<file path="config.mk">
export PLATFORM = sky130hd
export DESIGN_NAME = dmem_arbiter
export DESIGN_NICKNAME = d
export VERILOG_FILES = /design/src/rtl/dmem_arbiter.sv
export SDC_FILE = /design/constraint.sdc
export NUM_CORES = 1
export LEC_CHECK = 0
export ABC_AREA = 1
export BUFFER_PORTS_ARGS = -buffer_cell sky130_fd_sc_hd__buf_2
export CAP_MARGIN = 20
export CORE_MARGIN = 2
export CORE_UTILIZATION = 30
export CTS_CLUSTER_SIZE = 24
export DETAILED_ROUTE_END_ITERATION = 7
export GPL_ROUTABILITY_DRIVEN = 0
export PLACE_DENSITY = 0.65
export SETUP_SLACK_MARGIN = 0.4
export SYNTH_ARGS = -nofsm -noshare
export SYNTH_HDL_FRONTEND = slang
export SYNTH_SLANG_ARGS = --single-unit
</file>
<file path="constraint.sdc">
create_clock -name clk -period 1.47 [get_ports clk]
set_input_delay 0.147 -clock clk [delete_from_list [all_inputs] [get_ports clk]]
set_output_delay 0.147 -clock clk [all_outputs]
set_load 0.02 [all_outputs]
</file>
<file path="src/rtl/dmem_arbiter.sv">
// Shares one single-port data RAM between the core load/store path and a host port.
// Optional build macro DMEM_ARB_HOST_PRIO_EN selects fixed host priority in place of round-robin.
module dmem_arbiter #(
  parameter int ADDR_W  = 32,
  parameter int DATA_W  = 32,
  parameter int MEM_LAT = 1
) (
  input  logic              clk,
  input  logic              rst,
  input  logic              core_req,
  input  logic              core_we,
  input  logic [ADDR_W-1:0] core_addr,
  input  logic [DATA_W-1:0] core_wdata,
  output logic              core_stall,
  output logic [DATA_W-1:0] core_rdata,
  output logic              core_done,
  input  logic              host_req,
  input  logic              host_we,
  input  logic [ADDR_W-1:0] host_addr,
  input  logic [DATA_W-1:0] host_wdata,
  output logic              host_gnt,
  output logic [DATA_W-1:0] host_rdata,
  output logic              host_done,
  output logic              mem_en,
  output logic              mem_we,
  output logic [ADDR_W-1:0] mem_addr,
  output logic [DATA_W-1:0] mem_wdata,
  input  logic [DATA_W-1:0] mem_rdata
);

  if (MEM_LAT < 1) begin : g_lat_check
    $error("dmem_arbiter: MEM_LAT must be >= 1");
  end

  localparam int CNT_W = (MEM_LAT > 1) ? $clog2(MEM_LAT) : 1;
  localparam logic [CNT_W-1:0] CNT_LOAD = CNT_W'(MEM_LAT - 1);

  typedef enum logic [1:0] {IDLE, CORE_ACC, HOST_ACC, DONE} state_t;

  state_t           state;
  logic [CNT_W-1:0] cnt;
  logic             owner_host;
  logic             last_host;
  logic             pick_host;

  // Host wins when it is the only requester, or on a tie the core won last time.
  always_comb begin
    pick_host = 1'b0;
`ifdef DMEM_ARB_HOST_PRIO_EN
    pick_host = host_req;
`else
    pick_host = host_req & ~(core_req & last_host);
`endif
  end

  assign core_stall = core_req & ~core_done;

  always_ff @(posedge clk or negedge rst) begin
    if (!rst) begin
      state      <= IDLE;
      cnt        <= '0;
      owner_host <= 1'b0;
      last_host  <= 1'b1;
      core_rdata <= '0;
      core_done  <= 1'b0;
      host_gnt   <= 1'b0;
      host_rdata <= '0;
      host_done  <= 1'b0;
      mem_en     <= 1'b0;
      mem_we     <= 1'b0;
      mem_addr   <= '0;
      mem_wdata  <= '0;
    end else begin
      case (state)
        IDLE: begin
          if (core_req || host_req) begin
            state      <= pick_host ? HOST_ACC : CORE_ACC;
            owner_host <= pick_host;
            last_host  <= pick_host;
            host_gnt   <= pick_host;
            cnt        <= CNT_LOAD;
            mem_en     <= 1'b1;
            mem_we     <= pick_host ? host_we    : core_we;
            mem_addr   <= pick_host ? host_addr  : core_addr;
            mem_wdata  <= pick_host ? host_wdata : core_wdata;
          end
        end
        CORE_ACC, HOST_ACC: begin
          if (cnt == '0) begin
            // mem_rdata is only valid in the last enabled cycle
            if (!mem_we) begin
              if (owner_host) host_rdata <= mem_rdata;
              else            core_rdata <= mem_rdata;
            end
            if (owner_host) host_done <= 1'b1;
            else            core_done <= 1'b1;
            mem_en    <= 1'b0;
            mem_we    <= 1'b0;
            mem_addr  <= '0;
            mem_wdata <= '0;
            state     <= DONE;
          end else begin
            cnt <= cnt - 1'b1;
          end
        end
        DONE: begin
          core_done <= 1'b0;
          host_done <= 1'b0;
          host_gnt  <= 1'b0;
          state     <= IDLE;
        end
        default: state <= IDLE;
      endcase
    end
  end

endmodule

</file>
==> results.py <==
metrics = {
    "global_routing": {
        "antenna_found_initial": 1,
        "grt_usage_pct": 19.8,
        "grt.overflow.total": 0,
        "grt_max_degree": 68,
        "grt_pass1_wl_um": 34500,
        "grt_pass1_vias": 6681,
    },
    "worst_setup_path": {
        "crit_fanout": 11,
        "required_ns": 1.77,
        "cp_data_arrival_time_ns": 1.86,
        "critical_path_class": "flop to flop",
        "critPathCaptureType": "flop",
        "startpoint_type": "flop",
    },
    "clocking": {
        "cts_made_buffers": 17,
        "tritoncts": "done",
        "htree_levels": 4,
        "cts.clk_slew.worst_paths_ns": 0.06,
        "clock_latency_ns": 0.41,
        "cts_sinks": 137,
        "cts_buffer_depth": 2,
        "cts-root-buf": "clkbuf_16",
    },
    "route": {
        "vias": 7182,
        "via_per_inst": 4.83,
        "wire_per_inst_um": 17.8,
        "ant_nets": 0,
        "wirelength_um": 26400,
        "drc": 0,
        "first_pass_iters": 5,
        "drtIter0Drc": 261,
    },
    "synthesis": {
        "mappedNetlistArea_mm2": 0.00647,
        "yosysTopAreaCell": "dfrtp_1",
        "avgSynthCellArea_um2": 8.22,
        "ys_seq_area_share_pct": 53.0,
        "synthesis.nets": 957,
        "yosysTopAreaCellShare_pct": 52.6,
        "synth.ff_latch_count": 137,
        "synth_area_leaders": "dfrtp_1 53%, nand2_1 12%, nand3_1 10%",
        "yosysUniqueCellTypes": 21,
        "syn_inst": 788,
        "ys_warn_count": 0,
    },
    "layout": {
        "antenna_cells": 0,
        "layout.cells.non_filler": 1486,
        "synthToLayoutAreaGrowth_pct": 84.0,
        "nNetsFinal": 1367,
        "nFillCells": 1765,
        "drive_gt1_share_pct": 46.5,
    },
    "die": {
        "rows": 53,
        "dieArea_mm2": 0.0228,
        "dieHeight_um": 151,
        "die_x_um": 151,
        "initial_core_util_pct": 30.7,
        "num_io_pins": 300,
        "core_mm2": 0.0211,
    },
    "sta": {
        "fmax_mhz": 640,
        "tightest_slew_ns": 0.362,
        "setup_viol": 108,
        "finalHoldViolations": 0,
        "maxSlewViolCount": 0,
        "period_needed_ns": 1.56,
        "timing.slew.headroom_pct": 75.9,
        "skew_ns": 0.00713,
        "rsz0062_at_grt": "yes",
        "hold_slack_ns": 0.0294,
        "tns_ns": -2.85,
        "fin_ws_ns": -0.0932,
        "finalCritPeriodShare_pct": 106,
    },
    "power": {
        "vdd_drop_max_mv": 1.32,
        "powerDensity_mw_per_mm2": 2240,
        "p_leak_nw": 6.33,
    },
    "status": {
        "status": "finished with violations",
        "violations": "setup timing",
    },
    "placed_design": {
        "port_buffers": 299,
        "dp.cells": 1334,
        "place_hpwl_um": 13800,
    },
    "flow_run": {
        "drv_cap": 0,
    },
    "hold_path": {
        "hold_path.class": "input pin to flop",
    },
}
power by group:
part / internal [mW] / switching (mW)
logic: 8.00 / 8.07
registers: 5.17 / 1.11
clock network: 2.57 / 1.75
routing by layer:
layer	vias to the layer above	track usage, %	share of wire [%]	routed length [um]
met3	72	6.05	8.7	2300
met2	367	34.0	50	13200
met5	-	0	0.049	13
li1	3351	-	-	-
met1	3390	23.4	37	9840
met4	2	7.52	3.9	1040
critical path: stages, from the launching register on:
cell and delay [ns]:
dfrtp_1 0.37, inv_2 0.07, ha_4 0.30, inv_2 0.05, nor2_4 0.15, nand2_8 0.13
buf_16 0.19, nand2_1 0.09, o21ai_1 0.08
cells by family after synthesis:
group / after synthesis / synth area share [%]
AOI/OAI and AO/OA: 73 / 5.74
adders and majority gates: 3 / 0.580
DFF: 137 / 53.0
and+or+nand+nor: 411 / 30.3
buffers and inverters: 164 / 10.4
path summary, 6_finish.rpt:
path | depth (start not counted) | to | slack, ns | startpoint
worst min-delay path | 5 | mem_addr[10] | 0.03 | core_addr[10]
worst max-delay path | 8 | core_rdata[3] | -0.09 | state[0]
min in group asynchronous | 2 | core_rdata[23] | 0.20 | rst
max in group asynchronous | 3 | mem_addr[12] | 0.67 | rst
worst min register to register | 2 | last_host | 0.49 | last_host
worst max register to register | 8 | core_rdata[3] | -0.09 | state[0]
through the flow:
| stage | power (mW) | cell area, um2 | util, % | worst slack [ns] |
|---|---|---|---|---|
| after floorplan | 11.9 | 6620 | - | 0.141 |
| after global placement | 14.8 | 8480 | 40.2 | 0.0228 |
| after detailed placement | 15.0 | 8480 | 40.2 | -0.00774 |
| after CTS | 22.8 | 10600 | 50.2 | -0.00378 |
| after global routing | 28.0 | 11900 | 56.5 | -0.132 |
| final | 26.7 | 11900 | 56.5 | -0.0932 |
cells in the mapped netlist, drive strengths merged:
| library cell | instances |
|---|---|
| ha | 3 |
| nand3b | 65 |
| nand2 | 208 |
| o21ai | 70 |
| dfrtp | 136 |
| buf | 34 |
| a21oi | 1 |
| o22ai | 2 |
| nor3 | 1 |
| nand3 | 133 |
| dfstp | 1 |
| nor2 | 4 |
| clkbuf | 21 |
| inv | 109 |
cells in the final DEF, fill, tap and decap left out, drive strengths merged:
cell,netlist,routed
buf,34,409
nand2,208,208
dfrtp,136,136
nand3,133,133
inv,109,113
o21ai,70,70
nand3b,65,65
clkbuf,21,30
dlygate4sd3,0,25
clkinv,0,4
nor2,4,4
ha,3,3
o22ai,2,2
clkinvlp,0,2
bufinv,0,2
bufbuf,0,2
nor3,1,1
a21oi,1,1
dfstp,1,1
state kept, by name, summed over array words and instances, names as in the netlist, 2 cells and up:
signal      flops
core_rdata     32
host_rdata     32
mem_addr       32
mem_wdata      32
state           2
repair_timing:
action / 4_1_cts / 5_1_grt
cloned: 13 / 14
hold buffers: 25 / 0
setup buffers: 24 / 44
setup endpoints to repair: 271 / 271
pin swaps: 28 / 34
endpoints found under the hold margin: 108 / 0
resized for setup: 211 / 205
cell type report:
type | instances | area (um2) | share of cell area, %
clock buffers | 20 | 447 | 3.75
clock inverters | 12 | 141 | 1.19
inverters | 109 | 409 | 3.43
multi-input cells | 487 | 2940 | 24.7
flip-flops and latches | 137 | 3430 | 28.8
well taps | 275 | 344 | 2.89
repair buffers | 446 | 4200 | 35.3
(Power assumes the default switching activity.)
